==> src/rtl/freq_synth.sv <==
// Programmable square-wave generator. A sequential restoring divider turns a
// frequency in Hz into a phase-accumulator tuning word, and clk_out is the accumulator MSB.
module freq_synth #(
  parameter logic [25:0] CLK_FS = 26'd50000000
) (
  input  logic        sys_clk,
  input  logic        sys_rst_n,
  input  logic [19:0] freq_set,
  input  logic        set_en,
  output logic        busy,
  output logic        done,
  output logic [19:0] freq_cur,
  output logic        clk_out
);
  localparam int unsigned FW = 20;
  localparam int unsigned WW = 32;
  localparam int unsigned NW = FW + WW;
  localparam int unsigned RW = 27;
  localparam int unsigned CW = 6;
  localparam logic [25:0] HALF = CLK_FS >> 1;

  typedef enum logic [1:0] {IDLE, DIV, LOAD} state_t;

  state_t        state, state_d;
  logic          start_c, step_c, load_c;
  logic [FW-1:0] f_req, f_clamp_c;
  logic [NW-1:0] num;
  logic [RW-1:0] rem, rem_sh_c;
  logic [WW-1:0] quo, word, acc;
  logic [CW-1:0] cnt;
  logic          ge_c;

  // Requests above Nyquist are limited to CLK_FS/2.
  assign f_clamp_c = ({6'd0, freq_set} > HALF) ? FW'(HALF) : freq_set;

  // One restoring step: bring down the next numerator bit, subtract if it fits.
  assign rem_sh_c = RW'({rem, num[NW-1]});
  assign ge_c     = rem_sh_c >= RW'(CLK_FS);

  always_ff @(posedge sys_clk or negedge sys_rst_n) begin
    if (!sys_rst_n) state <= IDLE;
    else            state <= state_d;
  end

  always_comb begin
    state_d = state;
    start_c = 1'b0;
    step_c  = 1'b0;
    load_c  = 1'b0;
    case (state)
      IDLE: begin
        if (set_en) begin
          start_c = 1'b1;
          state_d = DIV;
        end
      end
      DIV: begin
        step_c = 1'b1;
        if (cnt == CW'(NW - 1)) state_d = LOAD;
      end
      LOAD: begin
        load_c  = 1'b1;
        state_d = IDLE;
      end
      default: state_d = IDLE;
    endcase
  end

  always_ff @(posedge sys_clk or negedge sys_rst_n) begin
    if (!sys_rst_n) begin
      busy     <= 1'b0;
      done     <= 1'b0;
      freq_cur <= '0;
      f_req    <= '0;
      num      <= '0;
      rem      <= '0;
      quo      <= '0;
      cnt      <= '0;
      word     <= '0;
    end else begin
      done <= 1'b0;
      if (start_c) begin
        busy  <= 1'b1;
        f_req <= f_clamp_c;
        num   <= {f_clamp_c, WW'(0)};
        rem   <= '0;
        quo   <= '0;
        cnt   <= '0;
      end
      if (step_c) begin
        num <= num << 1;
        rem <= ge_c ? rem_sh_c - RW'(CLK_FS) : rem_sh_c;
        quo <= {quo[WW-2:0], ge_c};
        cnt <= cnt + CW'(1);
      end
      if (load_c) begin
        word     <= quo;
        freq_cur <= f_req;
        done     <= 1'b1;
        busy     <= 1'b0;
      end
    end
  end

  // A zero word parks the phase at 0 so the next nonzero word starts clean.
  always_ff @(posedge sys_clk or negedge sys_rst_n) begin
    if (!sys_rst_n) begin
      acc     <= '0;
      clk_out <= 1'b0;
    end else if (word == '0) begin
      acc     <= '0;
      clk_out <= 1'b0;
    end else begin
      acc     <= acc + word;
      clk_out <= acc[WW-1];
    end
  end

endmodule

==> config.mk <==
export PLATFORM = sky130hd
export DESIGN_NAME = freq_synth
export DESIGN_NICKNAME = d
export VERILOG_FILES = /design/src/rtl/freq_synth.sv
export SDC_FILE = /design/constraint.sdc
export NUM_CORES = 1
export LEC_CHECK = 0
export BUFFER_PORTS_ARGS = -buffer_cell sky130_fd_sc_hd__clkbuf_2
export CAP_MARGIN = 20
export CORE_UTILIZATION = 45
export DETAILED_ROUTE_END_ITERATION = 7
export GPL_TIMING_DRIVEN = 1
export PLACE_DENSITY = 0.61
export REMOVE_ABC_BUFFERS = 1
export SLEW_MARGIN = 20
export SYNTH_ARGS = -nofsm -noshare
export SYNTH_HDL_FRONTEND = slang
export SYNTH_SLANG_ARGS = --single-unit
==> constraint.sdc <==
create_clock -name sys_clk -period 3.69 [get_ports sys_clk]
set_clock_uncertainty 0.2 [all_clocks]
set_input_delay 0.5535 -clock sys_clk [delete_from_list [all_inputs] [get_ports sys_clk]]
set_output_delay 0.5535 -clock sys_clk [all_outputs]
set_load 0.02 [all_outputs]
==> impl_metrics.tcl, run 1 <==
set metrics [dict create \
    postSynthAreaPerCell_um2 8.83 \
    reg2reg_from "word[0]$_DFFE_PN0P_" \
    postCtsSetupRepairBufs 0 \
    ant_nets 0 \
    worstRegToRegCells 11 \
    route.vias.total 6918 \
    start_util_pct 46.5 \
    holdWs_ns -0.0225 \
    pwr-share-clk_pct 39.0 \
    start_kind "register" \
    maxCapViolCount 0 \
    path_max_fanout 3 \
    rsz0062_at_grt "false" \
    ir_drop_mv 0.321 \
    portBuffers 45 \
    first_iter_violations 343 \
    die_w_um 145 \
    status "complete, but fails checks" \
    mostFrequentLayoutCells "nand2_1, dfrtp_1, nand3_1" \
    routed_wl_um 19300 \
    grt_max_degree 97 \
    synth_cell_types 56 \
    synth_top_family_by_area "simple AND/OR/NAND/NOR gates" \
    powerDensity_nw_per_um2 479 \
    yosys_warnings 0 \
    worstSetupPathType "reg -> reg" \
    grt_overflow 0 \
    synth_ff_type "dfrtp_1" \
    clockBufferDepth 2 \
    hold_buffers 0 \
    cp-end-kind "register" \
    cp_top_family "compound AO/OA/AOI/OAI gates" \
    drive_gt1_share_pct 9.90 \
    antenna_cells 0 \
    worst_slew_pin_slew_ns 0.982 \
    required_ns 3.82 \
    crit_arrival_ns 3.10 \
    drc 0 \
    clkLatencyLatePin_ns 0.44 \
    intPower_mw 3.46 \
    dpl_cell_area_um2 9690 \
    hold_class "in -> async" \
    synthAdderAreaFrac_pct 4.73 \
    grt_pass1_vias 6814 \
    synth-edff-count 0 \
    r2r-end "acc[24]$_DFF_PN0_" \
    clock_sinks 193 \
    finalSetupViolCount 0 \
    nNetsFinal 1125 \
    violations "negative hold slack" \
    synth_xor_xnor_area_share_pct 3.82 \
    place_congestion 0.882 \
    power_frac_comb_pct 11.0 \
    firstDrtPassIters 4 \
    cts_tree "done" \
    drt-vias-per-instance 5.14 \
    maxSlewHeadroom_pct 34.5 \
    yosys.area_share.simple_pct 26.1 \
    root_buffer "clkbuf_16" \
    fin_crit_sh_pct 80.5 \
    wire_per_inst_um 14.3 \
    seq_area_frac_synth_pct 52.7 \
    die-area_um2 20900 \
    area_growth_pct 12.5 \
    synth_compound_area_share_pct 10.1 \
    cts_resized 0 \
    path_cells "ha_1 > inv_1 > fa_1 > nor2b_4 > o21ba_1 > o211a_1 > or3b_4 > a31o_4 > a221oi_2 > xnor2_1 > and2_1" \
    muxShareOfSynthArea_pct 0 \
    ys_ff_latch 193 \
    cts.htree.levels 4 \
    clkTransAtPathRegs_ns 0.08 \
    slew_viol_final 0 \
    p_leak_nw 5.33 \
    switching_share_pct 29.8 \
    finalCriticalPeriod_ns 2.97 \
    final_area_um2 10300 \
    r2r_slack_ns 0.72 \
    slowest_stage "or3b_4" \
    cp_slowest_stage_delay_ns 0.43 \
    dpl.hpwl_um 12500 \
    postSynthCellCount 1038 \
    antenna_found_initial 0 \
    grt_usage_pct 20.2 \
    fin_util_pct 52.2 \
    numCtsBuffers 17 \
    final_hold_viol_count 7 \
    async_flop_share_pct 100 \
    fp.dieH_um 145 \
    crit_buf_inv 1 \
    final_common_cell "nand2_1" \
    coreArea_um2 19700 \
    rows 51 \
    num_io_pins 46 \
    fmax_ghz 0.337 \
    netlist_area_um2 9160 \
    grt_pass1_wl_um 33300 \
    num-fill-cells 1852 \
    tns_ns 0 \
    switchingPower_mw 1.47 \
    power_frac_seq_pct 50.0 \
]
[final cells by class]
cell class	instances	area (um2)	area share, %
Sequential cell	193	4830	46.9
Multi-Input combinational cell	783	4120	40.0
Clock buffer	17	425	4.13
Timing Repair Buffer	56	342	3.32
Tap cell	265	332	3.22
Clock inverter	15	190	1.85
Inverter	17	63.8	0.619
[cells in the mapped netlist, types with 9 or more instances]
library cell	instances	area share [%]
nand3_1	74	4.0
dfrtp_1	193	53
a21oi_1	37	2.0
nand4_1	13	0.89
o21ai_1	16	0.87
ha_1	33	4.5
clkbuf_1	40	1.6
a21o_1	12	0.98
inv_1	15	0.61
o21a_1	9	0.74
nor3_1	9	0.49
nor2_1	54	2.2
o21ai_0	28	1.5
nand2_1	380	16
xor2_1	19	1.8
nor4_1	11	0.75
xnor2_1	21	2.0
[logic make-up (layout without fill, tap and decap cells)]
family	count (synthesis)	in the layout
AOI/OAI and AO/OA	141	141
xor gates and xnor gates	40	40
adders and majority gates	34	34
buffers and inverters	62	105
DFF	193	193
and+or+nand+nor	568	568
[power by group through the flow]
stage / combinational, mW / sequential (mW) / clock [mW]
floorplan: 0.419 / 2.46 / 0
global placement: 0.532 / 2.50 / 0
detailed placement: 0.556 / 2.50 / 0
CTS: 0.556 / 2.46 / 1.97
global route: 0.631 / 2.49 / 2.06
finish: 0.545 / 2.47 / 1.92
[layer usage]
| layer | GRT usage, % | vias to the layer above | share of wire (%) |
|---|---|---|---|
| met5 | 0 | - | 0 |
| met4 | 4.99 | 0 | 0.83 |
| met3 | 4.48 | 11 | 3.0 |
| met2 | 32.2 | 100 | 46 |
| met1 | 27.9 | 3270 | 50 |
| li1 | - | 3537 | - |
[worst reg2reg max path, stage by stage (launching register included)]
cell and delay (ns):
dfrtp_1 0.41, ha_1 0.23, inv_1 0.07, fa_1 0.24, nor2b_4 0.06, o21ba_1 0.18, o211a_1 0.24, or3b_4 0.43
a31o_4 0.27, a221oi_2 0.29, xnor2_1 0.08, and2_1 0.15
[sequential cells by signal, indices dropped and copies added (netlist names)]
signal / flops
rem: 26
state: 2
done: 1
freq_cur: 20
f_req: 20
num: 20
cnt: 6
word: 32
quo: 32
clk_out: 1
busy: 1
acc: 32
[worst max path at each step]
stage,depth (start not counted),from,endpoint,slack (ns)
floorplan,5,state[0]$_DFFE_PN0P_,rem[24]$_DFFE_PN0P_,-0.73
global placement,11,word[0]$_DFFE_PN0P_,acc[24]$_DFF_PN0_,0.80
detailed placement,11,word[0]$_DFFE_PN0P_,acc[24]$_DFF_PN0_,0.75
CTS,11,word[0]$_DFFE_PN0P_,acc[24]$_DFF_PN0_,0.73
global route,10,rem[7]$_DFFE_PN0P_,rem[14]$_DFFE_PN0P_,0.47
finish,11,word[0]$_DFFE_PN0P_,acc[24]$_DFF_PN0_,0.72
[through the flow]
| stage | worst slack [ns] | std cells | power (mW) |
|---|---|---|---|
| finish | 0.718 | 1346 | 4.93 |
| global route | 0.469 | 1346 | 5.18 |
| CTS | 0.727 | 1346 | 4.99 |
| detailed placement | 0.747 | 1314 | 3.06 |
| global placement | 0.800 | 1314 | 3.03 |
| floorplan | -0.732 | 993 | 2.87 |
Note: power is estimated with default switching activity, not from simulation.
==> inputs of run 2 (changes only) <==
- ABC_AREA: default -> 1
- PLACE_DENSITY: 0.61 -> 0.6
- clock period: 3.69 -> 3.1 ns (I/O delays scaled with it)
==> run 2 against run 1 <==
The flow now finishes without violations. Synthesized area increased by 10%. Maximum frequency increased by 24%. Sequential share of layout area decreased by 4.1 points. Sequential power increased by 36%. Routed wire length increased by 17%. Global-route usage increased by 1.6 points. Critical path depth unchanged. Combinational power increased to 4.6 times the previous value. Hold slack improved by 0.063 ns. Cell count increased by 25%. Critical path type unchanged. Critical endpoint is now acc[16]$_DFF_PN0_.
==> impl_metrics.tcl, run 2 <==
set metrics [dict create \
    status "complete, no violations" \
    finalCriticalPeriod_ns 2.41 \
    postSynthAreaPerCell_um2 7.46 \
    reg2reg_from "word[0]$_DFFE_PN0P_" \
    antenna_found_initial 0 \
    num_io_pins 46 \
    firstDrtPassIters 5 \
    grt_overflow 0 \
    holdPathStages 3 \
    path_max_fanout 5 \
    fmax_ghz 0.416 \
    synth_area_leaders "dfrtp_1, nand2_1, inv_1" \
    start_util_pct 46.1 \
    numCtsBuffers 17 \
    drive_gt1_share_pct 7.54 \
    powerDensity_nw_per_um2 738 \
    final_hold_viol_count 0 \
    seq_area_frac_synth_pct 47.8 \
    num-fill-cells 2185 \
    netlist_area_um2 10100 \
    place_congestion 0.909 \
    ir_drop_mv 0.433 \
    synth_compound_area_share_pct 9.25 \
    synth_cell_types 37 \
    clkLatencyLatePin_ns 0.45 \
    intPower_mw 5.11 \
    regArea_um2 4830 \
    worst_slew_pin_slew_ns 0.715 \
    synth_largest_area_cell "dfrtp_1" \
    synth_xor_xnor_area_share_pct 1.47 \
    power_frac_seq_pct 40.4 \
    synth_top_family_by_area "simple AND/OR/NAND/NOR gates" \
    rows 54 \
    dpl.hpwl_um 16000 \
    post-synth-top-count-cell "nand2_1" \
    route.vias.total 8282 \
    r2r_slack_ns 0.69 \
    drt-vias-per-instance 4.92 \
    synthAdderAreaFrac_pct 4.29 \
    nNetsFinal 1449 \
    fin_crit_sh_pct 77.6 \
    maxSlewHeadroom_pct 52.3 \
    clockBufferDepth 2 \
    power_frac_comb_pct 30.4 \
    clock_sinks 193 \
    routed_wl_um 22700 \
    synthDominantCellAreaShare_pct 47.8 \
    synth_common_cells "nand2_1, inv_1, dfrtp_1" \
    switching_share_pct 38.6 \
    p_leak_nw 6.07 \
    postCtsSetupRepairBufs 0 \
    muxShareOfSynthArea_pct 0 \
    wire_per_inst_um 13.5 \
    root_buffer "clkbuf_16" \
    drc 0 \
    grt_pass1_wl_um 39400 \
    worstRegToRegCells 11 \
    total_power_mw 8.33 \
    die_w_um 152 \
    die-area_um2 23000 \
    grt_max_degree 80 \
    mostFrequentLayoutCells "nand2_1, inv_1, dfrtp_1" \
    yosys_warnings 0 \
    rsz0062_at_grt "false" \
    grt_usage_pct 21.8 \
    postSynthCellCount 1354 \
    dp_slack_ns 0.725 \
    slew_viol_final 0 \
    final_area_um2 11300 \
    setup_slack_ns 0.694 \
    reg_top3 "acc: 32 flops, quo: 32 flops, word: 32 flops" \
    worstHoldStart "freq_set[1]" \
    multi_input_area_um2 4320 \
    r2r-end "acc[16]$_DFF_PN0_" \
    switchingPower_mw 3.22 \
    synth_ff_type "dfrtp_1" \
    portBuffers 45 \
    cts.htree.levels 4 \
    synth-edff-count 0 \
    finalSetupViolCount 0 \
    fp.dieH_um 152 \
    grt_pass1_vias 7978 \
    pwr-share-clk_pct 29.3 \
    maxCapViolCount 0 \
    cp-end-kind "register" \
    clkTransAtPathRegs_ns 0.10 \
    whs_endpoint "f_req[1]$_DFFE_PN0P_" \
    ys_ff_latch 193 \
    async_flop_share_pct 100 \
    ant_nets 0 \
    worstSetupPathType "reg -> reg" \
    start_kind "register" \
    first_iter_violations 512 \
    coreArea_um2 21900 \
    cts_tree "done" \
    required_ns 3.23 \
    crit_arrival_ns 2.53 \
    dpl_cell_area_um2 10600 \
    antenna_cells 0 \
    hold_class "in -> reg" \
    final_common_cell "nand2_1" \
    yosys.area_share.simple_pct 27.8 \
    area_growth_pct 11.7 \
]
run 2: cell type report:
cell class | instances | share of cell area, %
flip-flops and latches | 193 | 42.8
clock inverters | 15 | 2.09
clock buffers | 17 | 3.77
multi-input cells | 915 | 38.3
well taps | 280 | 3.11
repair buffers | 57 | 3.01
inverters | 208 | 6.92
run 2: how the worst max path moves through the flow:
stage,start,to,slack [ns]
6_report,word[0]$_DFFE_PN0P_,acc[16]$_DFF_PN0_,0.69
5_1_grt,rem[6]$_DFFE_PN0P_,rem[25]$_DFFE_PN0P_,0.51
4_1_cts,word[0]$_DFFE_PN0P_,acc[16]$_DFF_PN0_,0.71
3_5_place_dp,word[0]$_DFFE_PN0P_,acc[16]$_DFF_PN0_,0.73
3_3_place_gp,word[0]$_DFFE_PN0P_,acc[16]$_DFF_PN0_,0.75
2_1_floorplan,state[0]$_DFFE_PN0P_,num[51]$_DFFE_PN0P_,-1.03
run 2: cell families (layout without fill, tap and decap cells):
family / count (synthesis) / in the layout
DFF: 193 / 193
and+or+nand+nor: 693 / 693
buffers and inverters: 246 / 297
adders and majority gates: 34 / 34
xor gates and xnor gates: 17 / 17
AOI/OAI and AO/OA: 171 / 171
run 2: power groups by stage:
stage	Clock [mW]	Sequential (mW)	Combinational (mW)
6_report	2.44	3.36	2.53
5_1_grt	2.59	3.43	2.97
4_1_cts	2.49	3.37	2.55
3_5_place_dp	0	3.41	2.53
3_3_place_gp	0	3.40	2.48
2_1_floorplan	0	3.33	1.95
run 2: metrics by stage:
stage / utilization [%] / hold slack (ns) / TNS (ns) / cells
floorplan: - / -0.0306 / -53.08 / 1316
global placement: 48.5 / 0.264 / 0 / 1652
detailed placement: 48.5 / 0.269 / 0 / 1652
finish: 51.5 / 0.0410 / 0 / 1685
CTS: 51.5 / 0.0308 / 0 / 1685
global route: 51.5 / 0.0393 / 0 / 1685
run 2: what timing repair did:
item | in CTS | in global routing
resized for setup | 0 | 0
hold endpoints to repair | 75 | 0
hold buffers | 1 | 0
run 2: worst max-delay path, stage by stage (launching register included):
cell,delay (ns)
dfrtp_1,0.40
ha_1,0.24
inv_1,0.07
fa_1,0.35
inv_1,0.14
nand3_1,0.08
nand3_1,0.21
nand2_1,0.08
nand2_1,0.15
nand4_1,0.15
a21oi_1,0.17
nor2_1,0.06
run 2: layer usage:
layer / wire length (um) / vias up / GRT usage [%] / part of all wire [%]
li1: - / 4318 / - / -
met1: 11400 / 3822 / 31.2 / 50
met2: 10200 / 120 / 34.3 / 45
met3: 868 / 22 / 3.92 / 3.8
met4: 246 / 0 / 4.85 / 1.1
met5: 0 / - / 0 / 0
==> inputs of run 3 (changes only) <==
- ABC_AREA: 1 -> 0
- PLACE_DENSITY: 0.6 -> 0.61
- clock period: 3.1 -> 2.25 ns (I/O delays scaled with it)
==> run 3 against run 2 <==
The flow now finishes with violations (negative setup slack). Sequential share of layout area decreased by 3.0 points. First-iteration DRC count decreased by 23%. Register-to-register slack worse by 1.2 ns. Global-route usage rose by 0.63 points. Core utilization increased by 10 points. Clock power increased by 29%. Via count shrank 7.5%. Setup slack got worse by 1.2 ns. Largest power group unchanged. Routed wire length fell by 4.9%. Non-clock buffer count increased by 161. Cell count fell by 11%. Flip-flop and latch count did not move.
==> impl_metrics.tcl, run 3 (synthesized netlist as in run 1, its figures left out) <==
set metrics [dict create \
    finalCriticalPeriod_ns 2.80 \
    numCtsBuffers 17 \
    antenna_found_initial 0 \
    final_common_cell "nand2_1" \
    dpl.hpwl_um 14000 \
    place_congestion 0.894 \
    cp-end-kind "register" \
    firstDrtPassIters 5 \
    nNetsFinal 1287 \
    crit_arrival_ns 2.93 \
    holdWs_ns 0.165 \
    cp_top_family "compound AO/OA/AOI/OAI gates" \
    grt_pass1_wl_um 37000 \
    dp.cells 1441 \
    power_frac_seq_pct 45.6 \
    p_leak_nw 6.23 \
    grt_overflow 0 \
    start_kind "register" \
    maxCapViolCount 0 \
    routed_wl_um 21600 \
    intPower_mw 6.10 \
    mostFrequentLayoutCells "nand2_1, dfrtp_1, buf_4" \
    grt_max_degree 67 \
    status "complete, but fails checks" \
    switchingPower_mw 2.64 \
    path_cells "ha_2 > inv_2 > fa_2 > nor2b_4 > o21ba_1 > o211a_1 > or3b_4 > a31o_4 > a221oi_4 > xnor2_1 > and2_1" \
    fin_crit_sh_pct 124 \
    clkTransAtPathRegs_ns 0.08 \
    final_hold_viol_count 0 \
    start_util_pct 46.5 \
    switching_share_pct 30.2 \
    wire_per_inst_um 14.3 \
    fmax_ghz 0.358 \
    clockBufferDepth 2 \
    fp.dieH_um 145 \
    powerDensity_nw_per_um2 721 \
    power_frac_comb_pct 18.5 \
    violations "negative setup slack" \
    required_ns 2.38 \
    worst_slew_pin_slew_ns 0.567 \
    die-area_um2 20900 \
    clock_sinks 193 \
    ir_drop_mv 0.640 \
    setup_slack_ns -0.547 \
    worstSetupPathType "reg -> reg" \
    hold_class "in -> async" \
    cts_tree "done" \
    num_io_pins 46 \
    reg_top3 "acc: 32 flops, quo: 32 flops, word: 32 flops" \
    cts.htree.levels 4 \
    rows 51 \
    drt-vias-per-instance 5.08 \
    slew_viol_final 0 \
    drc 0 \
    slowest_stage "or3b_4" \
    maxSlewHeadroom_pct 62.2 \
    path_max_fanout 3 \
    grt_pass1_vias 7617 \
    coreArea_um2 19700 \
    route.vias.total 7661 \
    root_buffer "clkbuf_16" \
    rsz0062_at_grt "true" \
    die_w_um 145 \
    portBuffers 45 \
    pwr-share-clk_pct 35.9 \
    crit_buf_inv 1 \
    ant_nets 0 \
    finalSetupViolCount 29 \
    first_iter_violations 394 \
    fin_cells 1508 \
    antenna_cells 0 \
    grt_usage_pct 22.4 \
    clkLatencyLatePin_ns 0.44 \
    cp_slowest_stage_delay_ns 0.40 \
    area_growth_pct 32.4 \
    drive_gt1_share_pct 25.1 \
]
==> run 3: power groups by stage <==
stage	clock network, mW	logic, mW	registers, mW
after floorplan	0	0.687	4.03
after global placement	0	1.20	4.03
after detailed placement	0	1.23	4.03
after CTS	3.21	1.39	3.98
after global routing	3.34	1.82	4.03
final	3.14	1.62	3.99
==> run 3: path summary, 6_finish.rpt <==
check	from	cells past startpoint	slack [ns]	endpoint
max in group asynchronous	sys_rst_n	3	1.06	cnt[5]$_DFFE_PN0P_
min in group sys_clk	quo[31]$_DFFE_PN0P_	2	0.28	word[31]$_DFFE_PN0P_
min reg2reg	quo[31]$_DFFE_PN0P_	2	0.28	word[31]$_DFFE_PN0P_
min	sys_rst_n	2	0.17	rem[14]$_DFFE_PN0P_
max	word[0]$_DFFE_PN0P_	11	-0.55	acc[24]$_DFF_PN0_
max reg2reg	word[0]$_DFFE_PN0P_	11	-0.55	acc[24]$_DFF_PN0_
==> run 3: metal layers <==
| layer | share of wire, % | routed length (um) | global-route usage [%] | vias to the layer above |
|---|---|---|---|---|
| li1 | - | - | - | 3862 |
| met1 | 48 | 10400 | 31.2 | 3672 |
| met2 | 48 | 10400 | 36.3 | 108 |
| met3 | 2.5 | 541 | 4.11 | 19 |
| met4 | 1.2 | 259 | 5.21 | 0 |
| met5 | 0 | 0 | 0 | - |
==> run 3: repair_timing <==
action | in CTS | in global routing
cloned | 1 | 0
endpoints found under the hold margin | 213 | 0
resized for setup | 43 | 53
pin swaps | 31 | 46
hold buffers | 22 | 0
buffers inserted | 8 | 8
endpoints found under the setup margin | 37 | 41
==> run 3: cell type report <==
cell class | instances | area, um2
repair buffers | 218 | 1720
inverters | 17 | 63.8
clock inverters | 15 | 199
flip-flops and latches | 193 | 4830
clock buffers | 17 | 425
fillers | 1650 | 7590
well taps | 265 | 332
multi-input cells | 783 | 4560
==> run 3: stage by stage <==
step,utilization (%),cell area [um2],setup slack [ns],TNS [ns],power (mW)
2_1_floorplan,-,8990,-2.17,-111.67,4.71
3_3_place_gp,54.3,10700,-0.601,-8.61,5.23
3_5_place_dp,54.3,10700,-0.643,-9.16,5.26
4_1_cts,60.0,11800,-0.558,-6.23,8.57
5_1_grt,61.5,12100,-0.654,-11.74,9.19
6_report,61.5,12100,-0.547,-6.94,8.74
